### config.mk
export PLATFORM = sky130hd
export DESIGN_NAME = ship_cmd_scheduler
export DESIGN_NICKNAME = d
export VERILOG_FILES = /design/src/rtl/ship_ctrl_pkg.sv /design/src/rtl/ship_hold_timer.sv /design/src/rtl/ship_cmd_scheduler.sv
export SDC_FILE = /design/constraint.sdc
export NUM_CORES = 1
export LEC_CHECK = 0
export BUFFER_PORTS_ARGS = -buffer_cell sky130_fd_sc_hd__buf_4
export CAP_MARGIN = 15
export CORE_ASPECT_RATIO = 1.4
export CORE_MARGIN = 4
export CORE_UTILIZATION = 60
export DETAILED_ROUTE_END_ITERATION = 6
export PLACE_DENSITY = 0.87
export SLEW_MARGIN = 10
export SYNTH_ARGS = -nofsm -noshare
export SYNTH_HDL_FRONTEND = slang
export SYNTH_SLANG_ARGS = --single-unit
### constraint.sdc
create_clock -name clk -period 3.8 [get_ports clk]
set_input_delay 0.76 -clock clk [delete_from_list [all_inputs] [get_ports clk]]
set_output_delay 0.76 -clock clk [all_outputs]
set_load 0.01 [all_outputs]
### src/rtl/ship_ctrl_pkg.sv
// Shared encodings and default timing for the ship control blocks.
package ship_ctrl_pkg;

    localparam int unsigned STATE_W = 3;
    localparam int unsigned CMD_W   = 3;

    // Scheduler FSM state encoding
    localparam logic [STATE_W-1:0] ST_IDLE      = 3'd0;
    localparam logic [STATE_W-1:0] ST_QUALIFY   = 3'd1;
    localparam logic [STATE_W-1:0] ST_ISSUE     = 3'd2;
    localparam logic [STATE_W-1:0] ST_REPEAT    = 3'd3;
    localparam logic [STATE_W-1:0] ST_FIRE_WAIT = 3'd4;
    localparam logic [STATE_W-1:0] ST_COOLDOWN  = 3'd5;

    // Command codes, also exported on cmd_active for debug
    localparam logic [CMD_W-1:0] CMD_NONE  = 3'd0;
    localparam logic [CMD_W-1:0] CMD_HOME  = 3'd1;
    localparam logic [CMD_W-1:0] CMD_FIRE  = 3'd2;
    localparam logic [CMD_W-1:0] CMD_LEFT  = 3'd3;
    localparam logic [CMD_W-1:0] CMD_RIGHT = 3'd4;

    // Default timing shared with the angle and bullet blocks
    localparam int unsigned DEF_HOLD_CYCLES   = 7000000;
    localparam int unsigned DEF_REPEAT_CYCLES = 7000000;
    localparam int unsigned DEF_FIRE_COOLDOWN = 12500000;
    localparam int unsigned DEF_CNT_W         = 33;

endpackage

### src/rtl/ship_hold_timer.sv
// Up-counter with synchronous clear, enable and terminal-count compare.
module ship_hold_timer #(
    parameter int unsigned CNT_W = 33
) (
    input  logic             clk,
    input  logic             reset,
    input  logic             i_clr,
    input  logic             i_en,
    input  logic [CNT_W-1:0] i_term,
    output logic             o_done_c
);

    logic [CNT_W-1:0] r_count;

    assign o_done_c = (r_count == i_term);

    // Count toward the terminal value and hold there; clear wins over enable
    always_ff @(posedge clk) begin
        if (reset || i_clr) begin
            r_count <= '0;
        end else if (i_en && !o_done_c) begin
            r_count <= r_count + CNT_W'(1);
        end
    end

endmodule

### src/rtl/ship_cmd_scheduler.sv
// Turns synchronized player buttons into qualified, auto-repeating,
// single-cycle command strobes and a fire req/ack handshake.
module ship_cmd_scheduler
    import ship_ctrl_pkg::*;
#(
    parameter int unsigned HOLD_CYCLES   = DEF_HOLD_CYCLES,
    parameter int unsigned REPEAT_CYCLES = DEF_REPEAT_CYCLES,
    parameter int unsigned FIRE_COOLDOWN = DEF_FIRE_COOLDOWN,
    parameter int unsigned CNT_W         = DEF_CNT_W
) (
    input  logic             clk,
    input  logic             reset,
    input  logic             btn_home,
    input  logic             btn_fire,
    input  logic             btn_left,
    input  logic             btn_right,
    output logic             step_left,
    output logic             step_right,
    output logic             home,
    output logic             fire_req,
    input  logic             fire_ack,
    output logic [CMD_W-1:0] cmd_active
);

    localparam logic [CNT_W-1:0] HOLD_TERM   = CNT_W'(HOLD_CYCLES - 1);
    localparam logic [CNT_W-1:0] REPEAT_TERM = CNT_W'(REPEAT_CYCLES - 1);
    localparam logic [CNT_W-1:0] COOL_TERM   = CNT_W'(FIRE_COOLDOWN - 1);

    logic [STATE_W-1:0] r_state;
    logic [CMD_W-1:0]   r_cmd;
    logic               r_step_left;
    logic               r_step_right;
    logic               r_home;
    logic               r_fire_req;

    logic [STATE_W-1:0] w_state_nxt;
    logic [CMD_W-1:0]   w_cmd_nxt;
    logic [CMD_W-1:0]   w_req;
    logic [CNT_W-1:0]   w_term;
    logic               w_tmr_en;
    logic               w_tmr_clr;
    logic               w_tmr_done;

    // Priority decode: home > fire > rotate; opposing rotates cancel
    always_comb begin
        w_req = CMD_NONE;
        if (btn_home) begin
            w_req = CMD_HOME;
        end else if (btn_fire) begin
            w_req = CMD_FIRE;
        end else if (btn_left && !btn_right) begin
            w_req = CMD_LEFT;
        end else if (btn_right && !btn_left) begin
            w_req = CMD_RIGHT;
        end
    end

    // Next state, latched command and timer control
    always_comb begin
        w_state_nxt = r_state;
        w_cmd_nxt   = r_cmd;
        w_term      = '0;
        w_tmr_en    = 1'b0;
        case (r_state)
            ST_IDLE: begin
                if (w_req != CMD_NONE) begin
                    w_state_nxt = ST_QUALIFY;
                    w_cmd_nxt   = w_req;
                end
            end
            ST_QUALIFY: begin
                w_term   = HOLD_TERM;
                w_tmr_en = 1'b1;
                if (w_req != r_cmd) begin
                    w_state_nxt = ST_IDLE;
                end else if (w_tmr_done) begin
                    w_state_nxt = ST_ISSUE;
                end
            end
            ST_ISSUE: begin
                w_state_nxt = (r_cmd == CMD_FIRE) ? ST_FIRE_WAIT : ST_REPEAT;
            end
            ST_REPEAT: begin
                // Home parks here without counting so it never repeats
                w_term   = REPEAT_TERM;
                w_tmr_en = (r_cmd != CMD_HOME);
                if (w_req != r_cmd) begin
                    w_state_nxt = ST_IDLE;
                end else if (r_cmd != CMD_HOME && w_tmr_done) begin
                    w_state_nxt = ST_ISSUE;
                end
            end
            ST_FIRE_WAIT: begin
                if (r_fire_req && fire_ack) begin
                    w_state_nxt = ST_COOLDOWN;
                end
            end
            ST_COOLDOWN: begin
                w_term   = COOL_TERM;
                w_tmr_en = 1'b1;
                if (w_tmr_done) begin
                    w_state_nxt = (w_req == CMD_FIRE) ? ST_ISSUE : ST_IDLE;
                end
            end
            default: begin
                w_state_nxt = ST_IDLE;
            end
        endcase
        if (w_state_nxt == ST_IDLE) begin
            w_cmd_nxt = CMD_NONE;
        end
    end

    // Timer restarts from zero on every state entry
    assign w_tmr_clr = (w_state_nxt != r_state);

    ship_hold_timer #(
        .CNT_W (CNT_W)
    ) u_hold_timer (
        .clk      (clk),
        .reset    (reset),
        .i_clr    (w_tmr_clr),
        .i_en     (w_tmr_en),
        .i_term   (w_term),
        .o_done_c (w_tmr_done)
    );

    // State and latched command register
    always_ff @(posedge clk) begin
        if (reset) begin
            r_state <= ST_IDLE;
            r_cmd   <= CMD_NONE;
        end else begin
            r_state <= w_state_nxt;
            r_cmd   <= w_cmd_nxt;
        end
    end

    // Strobes fire on the cycle after ISSUE; fire_req holds until acknowledged
    always_ff @(posedge clk) begin
        if (reset) begin
            r_step_left  <= 1'b0;
            r_step_right <= 1'b0;
            r_home       <= 1'b0;
            r_fire_req   <= 1'b0;
        end else begin
            r_step_left  <= (r_state == ST_ISSUE) && (r_cmd == CMD_LEFT);
            r_step_right <= (r_state == ST_ISSUE) && (r_cmd == CMD_RIGHT);
            r_home       <= (r_state == ST_ISSUE) && (r_cmd == CMD_HOME);
            if ((r_state == ST_ISSUE) && (r_cmd == CMD_FIRE)) begin
                r_fire_req <= 1'b1;
            end else if (r_fire_req && fire_ack) begin
                r_fire_req <= 1'b0;
            end
        end
    end

    assign step_left  = r_step_left;
    assign step_right = r_step_right;
    assign home       = r_home;
    assign fire_req   = r_fire_req;
    assign cmd_active = r_cmd;

endmodule

==> results of run 1 <==
[synth_stat cells (2+ instances only)]
cell type / number / area share (%)
nor3b_1: 3 / 0.91
nand2b_1: 4 / 1.0
a21oi_1: 7 / 1.4
nor3_1: 19 / 3.9
xnor2_1: 13 / 4.6
nand3b_1: 2 / 0.61
o21ai_1: 2 / 0.41
nand2_1: 23 / 3.5
xor2_1: 19 / 6.7
or4_1: 5 / 1.5
nor2b_1: 4 / 1.0
nand3_1: 18 / 3.7
and4_1: 3 / 1.1
dfxtp_1: 43 / 35
o21ai_0: 6 / 1.2
nand4_1: 15 / 3.8
and3_1: 5 / 1.3
nor4_1: 7 / 1.8
nor2_1: 53 / 8.1
a41oi_1: 2 / 0.71
clkbuf_1: 5 / 0.76
or3_1: 3 / 0.76
or2_2: 2 / 0.51
buf_4: 4 / 1.2
buf_2: 2 / 0.41
a31oi_1: 2 / 0.51
inv_1: 9 / 1.4
nor4b_1: 4 / 1.4
a211oi_1: 2 / 0.61
a21o_1: 2 / 0.61
[power breakdown]
| group | internal (mW) | switching, mW | leakage (nW) |
|---|---|---|---|
| Combinational | 0.0818 | 0.147 | 0.482 |
| Clock | 0.122 | 0.140 | 0.0371 |
| Sequential | 0.459 | 0.0222 | 0.347 |
[how the worst max path moves through the flow]
stage                             from                  endpoint  slack [ns]  cells after the start
6_report       u_hold_timer.r_count[5]  u_hold_timer.r_count[32]        0.93                      8
5_1_grt        u_hold_timer.r_count[5]  u_hold_timer.r_count[26]        0.81                      8
4_1_cts        u_hold_timer.r_count[5]  u_hold_timer.r_count[32]        0.95                      8
3_5_place_dp   u_hold_timer.r_count[5]  u_hold_timer.r_count[26]        0.95                      8
3_3_place_gp   u_hold_timer.r_count[5]  u_hold_timer.r_count[29]        1.01                      8
2_1_floorplan  u_hold_timer.r_count[5]  u_hold_timer.r_count[32]        1.29                      9
[flip-flops by register name, indices dropped and copies added, names as in the netlist]
register,count
cmd_active,3
fire_req,1
home,1
r_state,3
step_left,1
step_right,1
u_hold_timer.r_count,33
[through the flow]
step / setup WS, ns / instance area, um^2 / cells
finish: 0.9278 / 2654 / 365
global route: 0.8101 / 2654 / 365
CTS: 0.9514 / 2654 / 365
detailed placement: 0.9539 / 2581 / 359
global placement: 1.014 / 2581 / 359
floorplan: 1.288 / 2466 / 311
[layout by cell type, fill, tap and decap left out, types with 2 or more instances in the layout]
| master | synthesis | final |
|---|---|---|
| or4_1 | 5 | 5 |
| o21ai_0 | 6 | 6 |
| or2_2 | 2 | 2 |
| nor3b_1 | 3 | 3 |
| nand2_1 | 23 | 23 |
| a21o_1 | 2 | 2 |
| or3_1 | 3 | 3 |
| inv_1 | 9 | 9 |
| nand3b_1 | 2 | 2 |
| nor2b_1 | 4 | 4 |
| nand3_1 | 18 | 18 |
| nand2b_1 | 4 | 4 |
| nor2_1 | 53 | 53 |
| a21oi_1 | 7 | 7 |
| o21ai_1 | 2 | 2 |
| nor4b_1 | 4 | 4 |
| nand4_1 | 15 | 15 |
| nor4_1 | 7 | 7 |
| a31oi_1 | 2 | 2 |
| buf_4 | 4 | 16 |
| nor3_1 | 19 | 19 |
| and4_1 | 3 | 3 |
| a211oi_1 | 2 | 2 |
| clkbuf_8 | 0 | 5 |
| a41oi_1 | 2 | 2 |
| xnor2_1 | 13 | 13 |
| dfxtp_1 | 43 | 43 |
| and3_1 | 5 | 5 |
| xor2_1 | 19 | 19 |
[metal layers]
| metal | vias up | GRT usage [%] | routed length, um |
|---|---|---|---|
| met5 | - | 0 | 0 |
| met1 | 1064 | 26.05 | 2445 |
| li1 | 1140 | - | - |
| met2 | 87 | 37.83 | 2879 |
| met4 | 0 | 10.65 | 202 |
| met3 | 18 | 4.447 | 302 |
[worst register-to-register path, stage by stage (launching register included)]
cell       delay [ns]
dfxtp_1          0.37
or4_1            0.53
or4_1            0.48
o21a_1           0.14
nor3_1           0.42
a211oi_1         0.16
o2111ai_2        0.21
buf_4            0.34
nor2_1           0.11
[logic make-up (layout without fill, tap and decap cells)]
| group | Yosys count | count (layout) | share of synthesized area (%) |
|---|---|---|---|
| AOI/OAI and AO/OA | 40 | 40 | 13.14 |
| xor gates and xnor gates | 32 | 32 | 11.36 |
| adders and majority gates | 1 | 1 | 0.5073 |
| buffers and inverters | 20 | 31 | 3.754 |
| DFF | 43 | 43 | 34.91 |
| and+or+nand+nor | 175 | 175 | 36.33 |
[final cells by class]
type	count	area [um^2]
clock buffer	6	72.57
sequential	43	860.8
multi-input combinational	248	1513
fill	339	1299
inverter	9	33.78
tap	43	53.80
timing repair buffer	16	120.1
==> impl_metrics.csv, run 1 <==
group,metric,value,unit
synth,seq_area_frac_synth,34.91,%
die,die_x,62.19,um
setup_path,cp_cell_sequence,"or4_1 -> or4_1 -> o21a_1 -> nor3_1 -> a211oi_1 -> o2111ai_2 -> buf_4 -> nor2_1",
route,detail_route.wl_per_cell,15.97,um
route,drt_wl_total,5830,um
die,start_util,62.39,%
synth,avgSynthCellArea,7.930,um^2
synth,async_flop_share,0,%
placed_design,port_buffers,13,
synth,ys_seq_elements,43,
sta,relSlewSlack,47.03,%
placed_design,finalWeightedCongestion,0.9751,
final_layout,n_antenna_cell,0,
clocking,cts_root_buf,"clkbuf_8",
final_layout,area_growth,7.611,%
synth,syn-cell-area,2466,um^2
synth,synth_fp_nets,319,
route,firstDrtPassIters,4,
setup_path,path_buf_inv,1,
setup_path,crit_slowest_cell,"or4_1",
global_route,grt_overflow,0,
outcome,status,"finished clean",
sta,period_share,75.59,%
clocking,cts_setup_buffers,0,
global_route,grtUsageTotal,22.20,%
synth,yosys.cell_types.count,53,
clocking,cts_sinks,43,
worst_hold_path,hold_end,"u_hold_timer.r_count[1]",
clocking,cts_resized,0,
global_route,grt_pass1_wl,9459,um
final_layout,final_util,67.14,%
setup_path,cpLargestDelayFamily,"simple AND/OR/NAND/NOR gates",
route,drc,0,
sta,maxSlewViolCount,0,
synth,synthCells,311,
setup_path,worstPathArrival,3.05,ns
clocking,cts.clk_slew.worst_paths,0.07,ns
job,maxCapViolations,0,
setup_path,critPathMostFrequentCell,"or4_1",
sta,whs,0.5371,ns
sta,final_hold_viol_count,0,
clocking,clock_latency,0.29,ns
final_layout,drive_gt1_share,9.627,%
clocking,cts.hold.buffers_added,0,
synth,yosysWarningCount,0,
setup_path,r2r_slack,0.93,ns
sta,setup_viol,0,
route,dr_total_vias,2309,
setup_path,worst_r2r_path_depth,8,
worst_hold_path,min_from,"u_hold_timer.r_count[1]",
sta,worst_pin_slew,0.7885,ns
synth,synth_ff_type,"dfxtp_1",
clocking,htree_levels,2,
setup_path,timing.rr.end,"u_hold_timer.r_count[32]",
sta,period_minus_slack,2.872,ns
global_route,antenna_found_initial,0,
synth,synth_edf_count,0,
setup_path,slowest_delay,0.53,ns
clocking,cts_tree,"done",
global_route,grt_pass1_vias,2039,
clocking,clockBufferDepth,2,
worst_hold_path,hold_class,"reg -> reg",
route,drtIter0Drc,102,
setup_path,critical_path.endpoint_type,"register",
route,via_per_inst,6.326,
final_layout,nets,331,
power_and_ir_drop,power_leakage,0.8659,nW
die,num_rows,27,
power_and_ir_drop,power_density,366.7,nW/um^2
power_and_ir_drop,p_total,0.9731,mW
sta,fmax,0.3482,GHz
route,postRouteAntennaNets,0,
clocking,numCtsBuffers,5,
die,die_area,5215,um^2
die,core-area,3953,um^2
die,die_height,83.86,um
global_route,grt_max_degree,34,
sta,fin_setup_tns,0,ns
placed_design,hpwl,4328,um
setup_path,start_kind,"register",
setup_path,reg2reg_from,"u_hold_timer.r_count[5]",
sta,rsz0062_at_grt,"no",
sta,fin_skew,0.004810,ns
setup_path,critPathMaxFanout,33,
worst_hold_path,hold_depth,2,
die,ios,14,
setup_path,crit_type,"reg -> reg",
power_and_ir_drop,irDropWorstVdd,0.0002782,V
setup_path,required,3.98,ns
Power figures use the tool's default switching activity.
==> run 2: changes to the inputs <==
Settings changed: CORE_UTILIZATION 60 to 55, PLACE_DENSITY 0.87 to 0.84.
Clock period 3.8 ns to 2.6 ns, I/O delays scaled along.
==> run 2 against run 1 <==
Via count increased by 5.3%. Cell area up 7.5%. Sequential cell count unchanged. Sequential power up 43%. Maximum frequency is 12% higher. Core utilization decreased by 0.40 points. Non-clock buffer count rose by 15. Critical path depth is 2 higher. Cell count up 9.0%. Power increased by 59%. Routed wire length increased by 5.9%. Largest cell class unchanged. Largest power group unchanged.
==> impl_metrics.csv, run 2 (synthesized netlist as in run 1, its figures left out) <==
group,metric,value,unit
setup_path,cpLargestDelayFamily,"simple AND/OR/NAND/NOR gates",
route,drtIter0Drc,144,
global_route,antenna_found_initial,0,
final_layout,nFillCells,355,
route,drt_wl_total,6176,um
sta,period_minus_slack,2.573,ns
die,ios,14,
worst_hold_path,hold_class,"in -> reg",
route,detail_route.wl_per_cell,15.52,um
sta,rsz0062_at_grt,"yes",
global_route,grt_max_degree,18,
setup_path,critical_path.endpoint_type,"register",
die,die_area,5634,um^2
setup_path,r2r_slack,0.03,ns
placed_design,pre_cts_slack,-0.006609,ns
final_layout,layout_common_cells,"53 x nor2_1, 43 x dfxtp_1, 28 x buf_4",
setup_path,reg2reg_from,"u_hold_timer.r_count[5]",
clocking,cts.clk_slew.worst_paths,0.08,ns
die,core-area,4274,um^2
clocking,clock_latency,0.30,ns
placed_design,dp.cells,388,
sta,final_hold_viol_count,0,
placed_design,port_buffers,13,
global_route,grtUsageTotal,23.86,%
setup_path,timing.rr.end,"u_hold_timer.r_count[11]",
setup_path,cp_cell_sequence,"or4_1 -> or4_1 -> o21a_1 -> nor3_2 -> buf_4 -> a211oi_1 -> o2111ai_2 -> buf_4 -> buf_16 -> nor2_1",
final_layout,nets,346,
sta,fin_skew,0.01022,ns
power_and_ir_drop,p_total,1.545,mW
global_route,grt_pass1_wl,10610,um
setup_path,start_kind,"register",
sta,worst_pin_slew,0.5743,ns
final_layout,largest_reg_flops,33,
die,num_rows,28,
setup_path,slowest_delay,0.51,ns
setup_path,worstSetupStartpoint,"u_hold_timer.r_count[5]",
sta,worst_slack,0.02722,ns
final_layout,final_util,66.74,%
outcome,status,"finished clean",
sta,setup_viol,0,
final_layout,n_antenna_cell,0,
die,start_util,57.70,%
setup_path,crit_type,"reg -> reg",
clocking,cts_sinks,43,
clocking,numCtsBuffers,5,
clocking,clockBufferDepth,2,
setup_path,crit_slowest_cell,"or4_1",
route,firstDrtPassIters,5,
die,die_height,87.23,um
final_layout,fin_cells,398,
final_layout,drive_gt1_share,14.79,%
worst_hold_path,min_from,"reset",
route,drc,0,
sta,fmax,0.3887,GHz
placed_design,hpwl,4331,um
worst_hold_path,hold_end,"r_state[2]",
final_layout,area_growth,15.68,%
worst_hold_path,hold_depth,2,
power_and_ir_drop,power_leakage,0.9700,nW
clocking,cts_tree,"done",
setup_path,worst_r2r_path_depth,10,
sta,period_share,98.95,%
sta,whs,0.4302,ns
setup_path,required,2.79,ns
die,die_x,64.59,um
setup_path,worstPathArrival,2.76,ns
route,dr_total_vias,2432,
setup_path,path_buf_inv,3,
power_and_ir_drop,irDropWorstVdd,0.0004012,V
final_layout,largest_register,"u_hold_timer.r_count",
sta,maxSlewViolCount,0,
setup_path,critPathMaxFanout,16,
route,via_per_inst,6.111,
placed_design,finalWeightedCongestion,0.9754,
job,maxCapViolations,0,
route,postRouteAntennaNets,0,
final_layout,final_common_cell,"nor2_1",
global_route,grt_overflow,0,
clocking,cts_root_buf,"clkbuf_8",
clocking,htree_levels,2,
setup_path,cp.depth,10,
sta,relSlewSlack,61.57,%
global_route,grt_pass1_vias,2275,
power_and_ir_drop,power_density,541.6,nW/um^2
[run 2: cell types whose count changed in the layout (fill, tap and decap cells not counted)]
cell and change:
buf_4 +12, buf_16 +1, or3_4 +1, nor3_2 +1, clkinv_4 +1, nor3_1 -1, clkinv_2 +1, buf_12 +2
clkbuf_1 -1, or3_1 -1
[run 2: how the worst max path moves through the flow]
stage,to,slack (ns)
6_report,u_hold_timer.r_count[11],0.03
3_3_place_gp,cmd_active[1],0.06
3_5_place_dp,u_hold_timer.r_count[18],-0.007
2_1_floorplan,u_hold_timer.r_count[32],0.09
4_1_cts,u_hold_timer.r_count[11],0.03
5_1_grt,u_hold_timer.r_count[11],-0.1
[run 2: cell type report]
class | count | area (um^2) | area share, %
multi-input cells | 248 | 1523 | 53.38
clock buffers | 5 | 68.82 | 2.412
inverters | 9 | 33.78 | 1.184
flip-flops and latches | 43 | 860.8 | 30.18
well taps | 60 | 75.07 | 2.632
clock inverters | 2 | 13.76 | 0.4825
repair buffers | 31 | 277.8 | 9.737
[run 2: power breakdown]
part	switching, mW	internal (mW)
Clock	0.226	0.184
Combinational	0.254	0.191
Sequential	0.0200	0.671
Total	0.500	1.05
[run 2: metrics by stage]
step | instance area, um^2 | setup TNS (ns)
after floorplan | 2466 | 0
after global placement | 2718 | 0
after detailed placement | 2718 | -0.006609
after CTS | 2850 | 0
after global routing | 2853 | -2.319
final | 2853 | 0
[run 2: routing by layer]
metal | GRT usage [%] | wire (um) | share of wire, % | up-vias
met4 | 12.88 | 272 | 4.4 | 0
met1 | 28.27 | 2562 | 41 | 1098
li1 | - | - | - | 1176
met2 | 40.32 | 2957 | 48 | 125
met5 | 0 | 0 | 0 | -
met3 | 4.651 | 384 | 6.2 | 33
[run 2: repair_timing]
item | CTS | global route
hold endpoints to repair | 0 | 0
buffers inserted | 1 | 1
pin swaps | 2 | 2
resized for setup | 2 | 1
setup endpoints to repair | 33 | 34
hold buffers | 0 | 0
cloned | 1 | 0
==> run 3: changes to the inputs <==
Settings changed: GPL_TIMING_DRIVEN set to 0, PLACE_DENSITY 0.84 to 0.76, SLEW_MARGIN 10 to 20.
==> run 3 against run 2 <==
The run now ends with setup timing left. Power rose by 10%. Maximum frequency fell by 2.5%. Global-route usage rose by 0.24 points. Sequential power barely moved. Non-clock buffer count rose by 3. Die area did not move. First-iteration DRC count fell by 9.0%. Sequential share of layout area fell by 1.2 points. Critical path depth did not move. Cell count rose by 0.75%. Count of clock-buffer cells in the layout rose by 1. Largest cell class unchanged.
==> impl_metrics.csv, run 3 (synthesized netlist as in run 1, its figures left out) <==
group,metric,value,unit
final_layout,final_common_cell,"nor2_1",
setup_path,timing.rr.end,"u_hold_timer.r_count[10]",
sta,worst_pin_slew,0.7861,ns
final_layout,drive_gt1_share,18.48,%
final_layout,fin_cells,401,
global_route,grt_pass1_wl,10580,um
setup_path,slowest_delay,0.52,ns
placed_design,pre_cts_slack,-0.2797,ns
setup_path,cpLargestDelayFamily,"simple AND/OR/NAND/NOR gates",
clocking,cts_root_buf,"clkbuf_8",
global_route,grt_overflow,0,
worst_hold_path,min_from,"reset",
clocking,cts.hold.buffers_added,0,
final_layout,n_antenna_cell,0,
final_layout,largest_register,"u_hold_timer.r_count",
route,postRouteAntennaNets,0,
setup_path,required,2.79,ns
die,num_rows,28,
final_layout,layout_common_cells,"46 x nor2_1, 41 x dfxtp_1, 23 x nand2_1",
outcome,violations,"setup timing",
setup_path,critPathMostFrequentCell,"or4_4",
die,start_util,57.70,%
clocking,clock_latency,0.30,ns
route,via_per_inst,6.102,
die,die_area,5634,um^2
sta,worst_slack,-0.03840,ns
route,drt_wl_total,6578,um
route,drtIter0Drc,131,
clocking,cts_sinks,43,
sta,rsz0062_at_grt,"yes",
outcome,status,"finished, violations left",
sta,maxSlewViolCount,0,
power_and_ir_drop,power_leakage,0.9859,nW
setup_path,reg2reg_from,"u_hold_timer.r_count[5]",
final_layout,area_growth,21.26,%
setup_path,critical_path.endpoint_type,"register",
placed_design,finalWeightedCongestion,0.9378,
setup_path,crit_slowest_cell,"or4_4",
sta,setup_viol,27,
global_route,antenna_found_initial,0,
clocking,cts.clk_slew.worst_paths,0.08,ns
setup_path,worstSetupStartpoint,"u_hold_timer.r_count[5]",
power_and_ir_drop,irDropWorstVdd,0.0003951,V
placed_design,hpwl,4626,um
placed_design,place_area,2639,um^2
sta,period_minus_slack,2.638,ns
job,maxCapViolations,0,
final_layout,largest_reg_flops,33,
clocking,clockBufferDepth,2,
global_route,grtUsageTotal,24.09,%
setup_path,r2r_slack,-0.04,ns
setup_path,crit_type,"reg -> reg",
setup_path,critPathMaxFanout,10,
route,detail_route.wl_per_cell,16.40,um
sta,fmax,0.3790,GHz
sta,final_hold_viol_count,0,
setup_path,worst_r2r_path_depth,10,
placed_design,port_buffers,13,
setup_path,cp_cell_sequence,"or4_4 -> or4_4 -> o21a_1 -> nor3_2 -> buf_4 -> o21ai_2 -> o2111ai_2 -> buf_6 -> buf_8 -> nor2_1",
clocking,numCtsBuffers,5,
global_route,grt_max_degree,13,
sta,relSlewSlack,47.19,%
sta,fin_setup_tns,-0.6348,ns
worst_hold_path,hold_class,"in -> reg",
setup_path,path_buf_inv,3,
sta,period_share,101.5,%
setup_path,start_kind,"register",
worst_hold_path,hold_end,"fire_req",
route,drc,0,
final_layout,nets,349,
global_route,grt_pass1_vias,2261,
worst_hold_path,hold_depth,2,
setup_path,worstPathArrival,2.83,ns
route,dr_total_vias,2447,
final_layout,final_area,2990,um^2
die,die_height,87.23,um
die,die_x,64.59,um
power_and_ir_drop,power_density,569.6,nW/um^2
clocking,htree_levels,2,
placed_design,dp.cells,384,
route,firstDrtPassIters,5,
sta,fin_skew,0.008153,ns
clocking,cts_tree,"done",
die,core-area,4274,um^2
die,ios,14,
==> run 3: cell types whose count changed in the layout (fill, tap and decap cells not counted), moves of 4 or more <==
cell / before / now
buf_4: 28 / 22
nor2_4: 0 / 4
nor2_1: 53 / 46
clkbuf_1: 0 / 5
==> run 3: final cells by class <==
cell class                      instances  area [um^2]
Buffer                                 10        90.09
Clock buffer                            6        72.57
Clock inverter                          1        30.03
Fill cell                             361         1284
Inverter                                9        33.78
Multi-Input combinational cell        248         1604
Sequential cell                        43        865.8
Tap cell                               60        75.07
Timing Repair Buffer                   24        219.0
==> run 3: metal layers <==
metal  up-vias  GRT usage [%]  routed length [um]
met4         0          16.35                 370
met3        32          4.264                 339
li1       1174              -                   -
met5         -              0                   0
met1      1138          25.78                2497
met2       103          42.67                3371
==> run 3: how the worst max path moves through the flow <==
stage	end	cells after the start
finish	u_hold_timer.r_count[10]	10
global route	u_hold_timer.r_count[8]	10
CTS	u_hold_timer.r_count[21]	10
detailed placement	u_hold_timer.r_count[10]	9
global placement	u_hold_timer.r_count[8]	9
floorplan	u_hold_timer.r_count[32]	9
==> run 3: what timing repair did <==
| action | CTS | global route |
|---|---|---|
| resized for setup | 10 | 24 |
| pin swaps | 3 | 10 |
| hold endpoints to repair | 0 | 0 |
| setup endpoints to repair | 37 | 38 |
| buffers inserted | 6 | 3 |
| gates cloned | 0 | 2 |
==> run 3: worst register-to-register path, cell delays in order, from the launching register on <==
cell	delay [ns]
dfxtp_4	0.36
or4_4	0.52
or4_4	0.48
o21a_1	0.15
nor3_2	0.20
buf_4	0.18
o21ai_2	0.06
o2111ai_2	0.20
buf_6	0.18
buf_8	0.15
nor2_1	0.06
==> run 3: stage by stage <==
| stage | hold slack, ns | util, % | power [mW] |
|---|---|---|---|
| 2_1_floorplan | 0.4853 | - | 0.9697 |
| 3_3_place_gp | 0.5029 | 61.74 | 1.077 |
| 3_5_place_dp | 0.5047 | 61.74 | 1.074 |
| 4_1_cts | 0.4134 | 66.13 | 1.624 |
| 5_1_grt | 0.4321 | 69.96 | 1.787 |
| 6_report | 0.4234 | 69.96 | 1.703 |
==> run 3: where the power goes <==
group / switching (mW) / internal (mW) / total, mW / leakage (nW)
Sequential: 0.0241 / 0.670 / 0.694 / 0.348
Clock: 0.217 / 0.282 / 0.499 / 0.0513
Combinational: 0.279 / 0.231 / 0.510 / 0.586
